### src/rtl/ras_spill_ctrl.sv
// ras_spill_ctrl: moves the oldest return-address stack entries out to a
// memory spill region when the stack runs high, and brings them back
// (newest spilled entry first) when it runs low. One stack entry moves per
// beat: memory request/ack, then a single pop_bottom or push_bottom pulse.
module ras_spill_ctrl #(
    parameter int unsigned DATA_WIDTH  = 32,
    parameter logic [31:0] SPILL_BASE  = 32'h0001_0000,
    parameter int unsigned SPILL_DEPTH = 256,
    parameter int unsigned BURST       = 8
) (
    input  logic                         clk,
    input  logic                         rst,
    input  logic                         ena,
    input  logic                         over_thresh,
    input  logic                         under_thresh,
    input  logic                         stack_empty,
    input  logic                         stack_full,
    input  logic [DATA_WIDTH-1:0]        dout_bottom,
    output logic                         push_bottom,
    output logic                         pop_bottom,
    output logic [DATA_WIDTH-1:0]        din_bottom,
    output logic                         mem_req,
    output logic                         mem_we,
    output logic [31:0]                  mem_addr,
    output logic [DATA_WIDTH-1:0]        mem_wdata,
    input  logic [DATA_WIDTH-1:0]        mem_rdata,
    input  logic                         mem_ack,
    output logic [$clog2(SPILL_DEPTH):0] spill_cnt,
    output logic                         busy,
    output logic                         spill_overflow
);

    localparam int unsigned CW = $clog2(SPILL_DEPTH) + 1;
    localparam int unsigned BW = $clog2(BURST + 1);

    localparam logic [CW-1:0] DEPTH_C  = CW'(SPILL_DEPTH);
    localparam logic [CW-1:0] CNT_ONE  = CW'(1);
    localparam logic [BW-1:0] BURST_C  = BW'(BURST);
    localparam logic [BW-1:0] BEAT_ONE = BW'(1);

    localparam logic [2:0] S_IDLE      = 3'd0;
    localparam logic [2:0] S_SPILL_WR  = 3'd1;
    localparam logic [2:0] S_SPILL_POP = 3'd2;
    localparam logic [2:0] S_FILL_RD   = 3'd3;
    localparam logic [2:0] S_FILL_PUSH = 3'd4;

    logic [2:0]            r_state;
    logic [BW-1:0]         r_beat;
    logic [CW-1:0]         r_spill_cnt;
    logic                  r_mem_req;
    logic                  r_mem_we;
    logic [31:0]           r_mem_addr;
    logic [DATA_WIDTH-1:0] r_mem_wdata;
    logic [DATA_WIDTH-1:0] r_din_bottom;
    logic                  r_spill_overflow;

    logic [31:0]           w_cnt_ext;
    logic [31:0]           w_wr_addr;
    logic [31:0]           w_rd_addr;
    logic [CW-1:0]         w_cnt_inc;
    logic [CW-1:0]         w_cnt_dec;
    logic [BW-1:0]         w_beat_inc;
    logic                  w_start_spill;
    logic                  w_overflow_hit;
    logic                  w_start_fill;
    logic                  w_pop;
    logic                  w_push;
    logic                  w_spill_done;
    logic                  w_fill_done;

    // Address arithmetic, counter increments and episode start/stop decode
    always_comb begin
        w_cnt_ext      = 32'(r_spill_cnt);
        w_wr_addr      = SPILL_BASE + (w_cnt_ext << 2);
        w_rd_addr      = SPILL_BASE + ((w_cnt_ext - 32'd1) << 2);
        w_cnt_inc      = r_spill_cnt + CNT_ONE;
        w_cnt_dec      = r_spill_cnt - CNT_ONE;
        w_beat_inc     = r_beat + BEAT_ONE;
        w_start_spill  = ena & over_thresh & ~stack_empty & (r_spill_cnt < DEPTH_C);
        w_overflow_hit = ena & over_thresh & (r_spill_cnt == DEPTH_C);
        w_start_fill   = ena & under_thresh & (r_spill_cnt != '0) & ~stack_full;
        w_pop          = (r_state == S_SPILL_POP) & ~stack_empty;
        w_push         = (r_state == S_FILL_PUSH) & ~stack_full;
        // Episode-end tests use the post-beat counter values
        w_spill_done   = (w_beat_inc == BURST_C) | (w_cnt_inc == DEPTH_C) | ~ena;
        w_fill_done    = (w_beat_inc == BURST_C) | (w_cnt_dec == '0) | ~ena;
    end

    // Spill/fill sequencer: state, beat/spill counters and memory port registers.
    // In SPILL_WR/FILL_RD the registered mem_req doubles as the phase flag:
    // low means the request still has to be issued, high means waiting for ack.
    always_ff @(posedge clk) begin
        if (rst) begin
            r_state          <= S_IDLE;
            r_beat           <= '0;
            r_spill_cnt      <= '0;
            r_mem_req        <= 1'b0;
            r_mem_we         <= 1'b0;
            r_mem_addr       <= '0;
            r_mem_wdata      <= '0;
            r_din_bottom     <= '0;
            r_spill_overflow <= 1'b0;
        end else begin
            case (r_state)
                S_IDLE: begin
                    if (w_start_spill) begin
                        r_state <= S_SPILL_WR;
                        r_beat  <= '0;
                    end else if (w_overflow_hit) begin
                        r_spill_overflow <= 1'b1;
                    end else if (w_start_fill) begin
                        r_state <= S_FILL_RD;
                        r_beat  <= '0;
                    end
                end
                S_SPILL_WR: begin
                    if (!r_mem_req) begin
                        r_mem_req   <= 1'b1;
                        r_mem_we    <= 1'b1;
                        r_mem_addr  <= w_wr_addr;
                        r_mem_wdata <= dout_bottom;
                    end else if (mem_ack) begin
                        r_mem_req <= 1'b0;
                        r_state   <= S_SPILL_POP;
                    end
                end
                S_SPILL_POP: begin
                    if (stack_empty) begin
                        r_state <= S_IDLE;
                    end else begin
                        r_spill_cnt <= w_cnt_inc;
                        r_beat      <= w_beat_inc;
                        r_state     <= w_spill_done ? S_IDLE : S_SPILL_WR;
                    end
                end
                S_FILL_RD: begin
                    if (!r_mem_req) begin
                        r_mem_req  <= 1'b1;
                        r_mem_we   <= 1'b0;
                        r_mem_addr <= w_rd_addr;
                    end else if (mem_ack) begin
                        r_mem_req    <= 1'b0;
                        r_din_bottom <= mem_rdata;
                        r_state      <= S_FILL_PUSH;
                    end
                end
                S_FILL_PUSH: begin
                    if (stack_full) begin
                        r_state <= S_IDLE;
                    end else begin
                        r_spill_cnt <= w_cnt_dec;
                        r_beat      <= w_beat_inc;
                        r_state     <= w_fill_done ? S_IDLE : S_FILL_RD;
                    end
                end
                default: begin
                    r_state   <= S_IDLE;
                    r_mem_req <= 1'b0;
                end
            endcase
        end
    end

    // Output mapping: pulses decode from state and the live stack flags
    always_comb begin
        pop_bottom     = w_pop;
        push_bottom    = w_push;
        din_bottom     = r_din_bottom;
        mem_req        = r_mem_req;
        mem_we         = r_mem_we;
        mem_addr       = r_mem_addr;
        mem_wdata      = r_mem_wdata;
        spill_cnt      = r_spill_cnt;
        busy           = (r_state != S_IDLE);
        spill_overflow = r_spill_overflow;
    end

endmodule

### config.mk
export PLATFORM = sky130hd
export DESIGN_NAME = ras_spill_ctrl
export DESIGN_NICKNAME = d
export VERILOG_FILES = /design/src/rtl/ras_spill_ctrl.sv
export SDC_FILE = /design/constraint.sdc
export NUM_CORES = 1
export LEC_CHECK = 0
export ABC_AREA = 1
export CAP_MARGIN = 20
export CORE_AREA = 2 2 99 101
export CTS_BUF_LIST = sky130_fd_sc_hd__clkbuf_8
export DETAILED_ROUTE_END_ITERATION = 10
export DIE_AREA = 0 0 101 103
export PLACE_DENSITY = 0.95
export SKIP_CTS_REPAIR_TIMING = 1
export SLEW_MARGIN = 20
export SYNTH_ARGS = -nofsm -noshare
export SYNTH_HDL_FRONTEND = slang
export SYNTH_SLANG_ARGS = --single-unit
### constraint.sdc
create_clock -name clk -period 3 [get_ports clk]
set_clock_uncertainty 0.05 [all_clocks]
set_input_delay 0.9 -clock clk [delete_from_list [all_inputs] [get_ports clk]]
set_output_delay 0.9 -clock clk [all_outputs]
set_load 0.005 [all_outputs]
# Yosys cells after proc, flatten, opt, wreduce, memory -nomap -nowiden
# Cells that the tools add are included.
# op_classes
addsub,6
mul,0
div_mod_pow,0
n_lt_le_gt_ge,1
eq_ne,17
n_shift,0
mux,30
bitwise_logic,18
n_reduce_logical,16
# ops
cell,n
32-bit 2-to-1 mux,2
32-bit case mux with 2 select lines,1
3-bit 2-to-1 mux,7
4-bit 2-to-1 mux,5
18-bit by 12-bit adder with 19-bit output (first input constant),1
17-bit by 11-bit adder with 18-bit output (first input constant),1
9-bit == test (second input constant),2
9-bit 2-to-1 mux,2
9-bit case mux with 2 select lines,1
2-bit inequality test (second input constant),8
3-bit case mux with 5 select lines,1
4-bit case mux with 3 select lines,1
3-bit AND reduction,4
9-bit by 1-bit subtractor with 10-bit output (second input constant),1
9-bit by 1-bit adder with 9-bit output (second input constant),1
1-bit bitwise AND,9
9-bit logical NOT,1
9-bit less-than comparator (second input constant),1
9-bit nonzero test,1
9-bit by 1-bit subtractor with 9-bit output (second input constant),1
3-bit by 2-bit == test with 1-bit output (second input constant),2
1-bit 2-to-1 mux,6
3-bit inequality test (second input constant),2
6-bit AND reduction,1
other kinds (15),26
# word_totals
register_bits,115
latch_bits,0
ram_bits,0
rom_bits,0
inputBits,72
elab_cells,97
n_memories,0

# Depth between registers and ports, before layout
# Gate-level depths: netlist (run 1).
# logic_depth
word_depth,7
mapped_depth,13
mapped_depth_nobuf,13

# Least setup slack after synthesis (run 1)
# No wires, ideal clock.
# synth_timing
path_type,input to output
start,input stack_empty
end,output pop_bottom
t_arrival_ps,1048
slack_ps,1002
path_stages,3
path_buffers,0
cell_sequence,inv_1 nand2_1 inv_1
# synth_between
elab_chain_cells,2
# synth_lines
item,line,source
start: declaration,16,"input logic stack_empty,"
1-bit NOT,82,w_pop = (r_state == S_SPILL_POP) & ~stack_empty;
1-bit bitwise AND,82,
end: declaration,20,"output logic pop_bottom,"
# No other way between the ends.

# Final worst setup path (run 1)
# Same ends and word-level chain as after synthesis.

==> metrics.csv, run 1 <==
stage,metric,value,unit
clocking,cts_tree,yes,
floorplan,die_h,103,um
pwr,p_seq_share,38.0,%
routing,dr_total_vias,4260,
timing,fin_ws,0.0437,ns
pwr,clockPowerShare,18.9,%
timing,rsz0062_at_grt,false,
pwr,p_leak,2.62,nW
place,io_buffers,165,
global_routing,grt_pass1_wl,17500,um
floorplan,dieArea,0.0104,sq mm
critical_path,cp_max_fo,2,
place,dp_slack,0.0515,ns
global_routing,grt_overflow_total,0,
routing,drtPass1Iterations,5,
layout,area_delta_synth_final,41.6,%
synth,synth-seq-area-share,43.4,%
place,hpwl,8210,um
status,status,"finished, final reports clean",
pwr,swShare,37.8,%
floorplan,placementRows,36,
routing,routed_wl,11400,um
floorplan,initial_core_util,45.9,%
critical_path,worst_r2r_path_depth,7,
layout,fill_cells,792,
layout,final_cell_mix,"165 x clkdlybuf4s50_1, 161 x nor2_1, 94 x dfxtp_1, 74 x nand2_1, 72 x o21ai_0",
critical_path,worst_setup_path_end_kind,output port,
routing,routed_via_density,4.93,
pwr,power_density,755,mW/mm^2
pwr,power.switching,0.00175,W
layout,final_common_cell,clkdlybuf4s50_1,
timing,finalSetupTns,0,ns
pwr,pwr-share-comb,43.1,%
critical_path,crit_required,2.05,ns
pwr,p_int,0.00289,W
clocking,root_buffer,clkbuf_8,
flow_run,cap_violations,0,
timing,slew_headroom,61.3,%
timing,whs,0.421,ns
layout,antennaDiodeCount,0,
global_routing,grt.total_usage,21.1,%
clocking,cts_buffer_depth,2,
clocking,htree_levels,3,
synth,async_reset_ff_share,0,%
critical_path,arrival,2.01,ns
clocking,cts.reportedPaths.clkPinSlew,0.09,ns
timing,fin_crit,2.96,ns
layout,drive_gt1_share,8.40,%
routing,wl_per_cell,13.2,um
synth,synth-seq-cells,94,
synth,synth_edf_count,0,
synth,yosys_warnings,0,
min_path,whs_path_depth,2,
timing,worst_pin_slew,0.579,ns
pwr,irDropWorstVdd,0.000279,V
clocking,clk_latency,0.36,ns
timing,fin_crit_sh,98.5,%
synth,avgSynthCellArea,7.27,sq um
clocking,cts-buffers-inserted,9,
synth,synth_cells,597,
pwr,power,0.00464,W
place,gp_congestion,0.908,
synth,synth_cell_type_count,38,
floorplan,coreArea,0.00946,sq mm
min_path,min_path_type,reg -> reg,
global_routing,antenna_found_initial,0,
floorplan,die_w,101,um
critical_path,critPathKind,in -> out,
global_routing,grt_max_degree,84,
clocking,clock_sinks,94,
timing,clock.fmax,0.338,GHz
routing,antenna_left,0,
layout,nets,821,
global_routing,grt_pass1_vias,3795,
synth,ys.flop_type,dfxtp_1,
timing,finalSetupViolations,0,
routing,drc_errors,0,
timing,finalHoldViolations,0,
floorplan,ios,183,
synth,syn_area,0.00434,sq mm
critical_path,worstSetupStartpointType,primary input,
timing,slew_violations,0,
routing,dr.first_iter.drc_count,142,
## final cells by class
cell class | instances | area, sq um | area share [%]
tap | 114 | 143 | 2.32
clock inverter | 6 | 68.8 | 1.12
timing repair buffer | 172 | 1720 | 27.9
sequential | 94 | 1880 | 30.6
multi-input combinational | 422 | 2010 | 32.8
inverter | 46 | 183 | 2.97
clock buffer | 10 | 138 | 2.24
## routing by layer
metal  up-vias  wire (um)  track usage (%)
li1       2164          -                -
met4         0         98             6.96
met2       168       5440             34.3
met3         9       1110             7.39
met1      1919       4730             26.3
met5         -          0                0
## stage by stage
| step | util (%) | area [sq um] | std cells |
|---|---|---|---|
| finish | 64.9 | 6140 | 864 |
| global route | 64.9 | 6140 | 864 |
| CTS | 64.9 | 6140 | 864 |
| detailed placement | 62.8 | 5940 | 848 |
| global placement | 62.8 | 5940 | 848 |
| floorplan | - | 4400 | 613 |
## state kept, by name (all words and copies together), names as in the netlist
signal          flops
r_state             3
mem_we              1
mem_addr           11
mem_wdata          32
spill_overflow      1
mem_req             1
r_beat              4
spill_cnt           9
din_bottom         32
## critical path, stage by stage
cell	delay, ns
clkdlybuf4s50_1	0.43
inv_1	0.07
nand2_1	0.07
inv_1	0.06
clkdlybuf4s50_1	0.48
## cell families after synthesis
logic type	share of synthesized area [%]
other cells	0.0864
compound gates	16.2
simple gates	26.7
xor+xnor	0.808
buf+inv	11.6
flops	43.4
fa+ha+maj	1.15
## final timing paths
kind | from | end | slack [ns]
worst max-delay path | stack_empty | pop_bottom | 0.04
worst min-delay path | mem_we | mem_we | 0.42
worst max register to register | r_state[1] | mem_wdata[6] | 0.99
worst min register to register | mem_we | mem_we | 0.42
## power groups by stage
stage	registers, W	logic [W]	clock network, W
after floorplan	0.00175	0.00120	0
after global placement	0.00177	0.00196	0
after detailed placement	0.00179	0.00199	0
after CTS	0.00176	0.00201	0.000899
after global routing	0.00180	0.00222	0.000951
final	0.00176	0.00200	0.000878
## Yosys cell counts (2+ instances only)
cell        n  share of area, %
nor2_1    161                14
dfxtp_1    94                43
nand2_1    74               6.4
o21ai_0    72               8.3
inv_1      33               2.9
buf_4      21               3.6
nand3_1    16               1.8
a21oi_1    15               1.7
o21ai_1    15               1.7
buf_2      11               1.3
inv_2      11              0.95
clkbuf_1    9              0.78
a21oi_2     7               1.4
clkbuf_2    6              0.69
nand4_1     6              0.87
nor2_4      5               1.3
ha_1        4               1.2
nor2_2      4              0.58
o211ai_1    4              0.69
a31oi_1     3              0.43
o21ai_2     3              0.61
buf_6       2              0.52
inv_6       2              0.40
nor2_8      2              0.92
o22ai_1     2              0.29
xnor2_1     2              0.40
xor2_1      2              0.40
Power figures use the tool's default switching activity.
==> run 2: changes to the inputs <==
ABC_AREA = not set   (was 1)
==> run 2 against run 1 <==
Net effect:
- power is 19% lower
- clock power increased by 15%
- core utilization is 0.093 points higher
- setup slack better by 0.074 ns
- via count rose by 2.1%
- sequential share of layout area is essentially flat
- cell area up 0.14%
==> metrics.csv, run 2 <==
stage,metric,value,unit
critical_path,worstSetupStartpointType,primary input,
synth,synth_cells,547,
layout,utilization,65.0,%
layout,final_cell_mix,"163 x clkdlybuf4s50_1, 150 x nand2_1, 94 x dfxtp_1, 78 x a21oi_1, 35 x nor2_1",
clocking,cts.reportedPaths.clkPinSlew,0.09,ns
clocking,clk_latency,0.35,ns
timing,slew_violations,0,
synth,syn_area,0.00425,sq mm
synth,synth-seq-cells,94,
synth,synthAdderAreaFrac,1.18,%
critical_path,rr_startpoint,spill_cnt[0],
critical_path,cp_max_fo,2,
floorplan,initial_core_util,44.9,%
clocking,htree_levels,3,
synth,synthMostInstantiatedCell,nand2_1,
place,place_inst,797,
layout,final_common_cell,clkdlybuf4s50_1,
place,dp_slack,-0.214,ns
timing,finalSetupViolations,0,
critical_path,cp_top_family,buffers and inverters,
place,hpwl,9040,um
synth,synth.top_cell.area_share,44.3,%
min_path,hold-path-endpoint,din_bottom[8],
routing,routed_via_density,5.36,
synth,synth_edf_count,0,
synth,synth_compound_area_share,17.2,%
timing,finalSetupTns,0,ns
layout,final_cells,812,
timing,fin_crit,2.88,ns
min_path,min_path_type,reg -> reg,
clocking,cts_tree,yes,
routing,dr.first_iter.drc_count,256,
timing,clock.fmax,0.347,GHz
clocking,root_buffer,clkbuf_8,
timing,slew_headroom,59.9,%
critical_path,cp_num_buf_inv,2,
floorplan,ios,183,
synth,avgSynthCellArea,7.76,sq um
synth,synthSimpleGateAreaFrac,25.2,%
synth,synthTopCellsByArea,"dfxtp_1 44%, nand2_1 13%, a21oi_1 9.2%, buf_4 3.7%, nor2_1 3.3%",
floorplan,die_w,101,um
global_routing,grt_overflow_total,0,
flow_run,cap_violations,0,
synth,ys.flop_type,dfxtp_1,
critical_path,worst_setup_path_end_kind,output port,
global_routing,grt_pass1_wl,19000,um
critical_path,crit_path_max_incr_delay,0.51,ns
critical_path,crit_required,2.05,ns
clocking,cts_buffer_depth,2,
layout,drive_gt1_share,6.59,%
synth,synth_cell_type_count,53,
routing,route.met2.wl,6370,um
critical_path,r2r_slack,0.53,ns
global_routing,grt_max_degree,69,
routing,wl_per_cell,15.2,um
pwr,p_leak,2.13,nW
synth,synth_mux_area_share,0.236,%
synth,synth_xor_area_share,3.51,%
floorplan,coreArea,0.00946,sq mm
synth,synth-seq-area-share,44.3,%
pwr,power_density,611,mW/mm^2
layout,area_delta_synth_final,44.8,%
floorplan,die_h,103,um
critical_path,r2r_end,r_beat[3],
routing,dr_total_vias,4349,
timing,fin_ws,0.117,ns
routing,drtPass1Iterations,7,
critical_path,cp_cell_sequence,clkdlybuf4s50_1 -> nor2_1 -> clkdlybuf4s50_1,
timing,fin_crit_sh,96.1,%
routing,drc_errors,0,
synth,async_reset_ff_share,0,%
synth,yosys_warnings,0,
timing,rsz0062_at_grt,false,
status,status,"finished, final reports clean",
synth,yosysTopAreaCell,dfxtp_1,
clocking,cts-buffers-inserted,9,
timing,finalHoldViolations,0,
routing,routed_wl,12300,um
critical_path,arrival,1.93,ns
routing,drt-met1-wl,4870,um
floorplan,dieArea,0.0104,sq mm
synth,synth_top_family_by_area,simple AND/OR/NAND/NOR gates,
layout,nets,770,
routing,wl_met3,875,um
critical_path,cp_slowest_cell,clkdlybuf4s50_1,
critical_path,worst_r2r_path_depth,6,
place,io_buffers,165,
global_routing,grt.total_usage,23.0,%
clocking,clock_sinks,94,
global_routing,grt_pass1_vias,4070,
critical_path,path_common_cell,clkdlybuf4s50_1,
routing,top_layer_used,met4,
synth,synth_commonest_cells,"150 x nand2_1, 94 x dfxtp_1, 78 x a21oi_1",
min_path,whs_path_depth,2,
place,gp_congestion,0.911,
layout,antennaDiodeCount,0,
min_path,hp-start,din_bottom[8],
floorplan,placementRows,36,
pwr,irDropWorstVdd,0.000282,V
pwr,power,0.00376,W
global_routing,antenna_found_initial,0,
timing,worst_pin_slew,0.597,ns
critical_path,critPathKind,in -> out,
routing,antenna_left,0,
run 2: metrics by stage:
| stage | hold slack (ns) | instance area (sq um) |
|---|---|---|
| floorplan | 0.398 | 4310 |
| global placement | 0.391 | 5900 |
| detailed placement | 0.396 | 5900 |
| CTS | 0.409 | 6140 |
| global route | 0.426 | 6150 |
| finish | 0.406 | 6150 |
run 2: cell type report:
| cell class | instances | area, sq um |
|---|---|---|
| fill | 773 | 3310 |
| multi-input combinational | 402 | 2080 |
| sequential | 94 | 1880 |
| timing repair buffer | 180 | 1770 |
| tap | 114 | 143 |
| clock buffer | 9 | 124 |
| clock inverter | 6 | 118 |
| inverter | 7 | 26.3 |
run 2: routing by layer:
metal	track usage, %	up-vias
li1	-	2096
met1	26.4	2042
met2	41.8	189
met3	5.08	22
met4	8.84	0
met5	0	-
run 2: cells by family after synthesis:
family / Yosys count
and+or+nand+nor: 241
AOI/OAI and AO/OA: 122
DFF: 94
buffers and inverters: 67
xor gates and xnor gates: 17
adders and majority gates: 4
other: 1
muxes: 1
run 2: how the worst max path moves through the flow:
stage / startpoint / endpoint / slack, ns / depth (start not counted)
2_1_floorplan: spill_cnt[0] / mem_addr[8] / 0.76 / 8
3_3_place_gp: stack_empty / pop_bottom / -0.17 / 3
3_5_place_dp: stack_empty / pop_bottom / -0.21 / 3
4_1_cts: stack_empty / pop_bottom / -0.22 / 3
5_1_grt: r_state[2] / push_bottom / 0.05 / 3
6_report: stack_full / push_bottom / 0.12 / 3
run 2: power breakdown:
group          total [W]  leakage [nW]  internal, W  switching (W)
Clock            0.00101         0.118     0.000558       0.000455
Sequential       0.00152         0.761      0.00140       0.000113
Combinational    0.00123          1.25     0.000611       0.000617
run 2: worst reg2reg max path, stage by stage (launching register included):
cell	delay [ns]
dfxtp_1	0.50
inv_1	0.14
ha_1	0.30
or4b_4	0.59
nor4_4	0.39
a211oi_2	0.12
a311oi_1	0.29
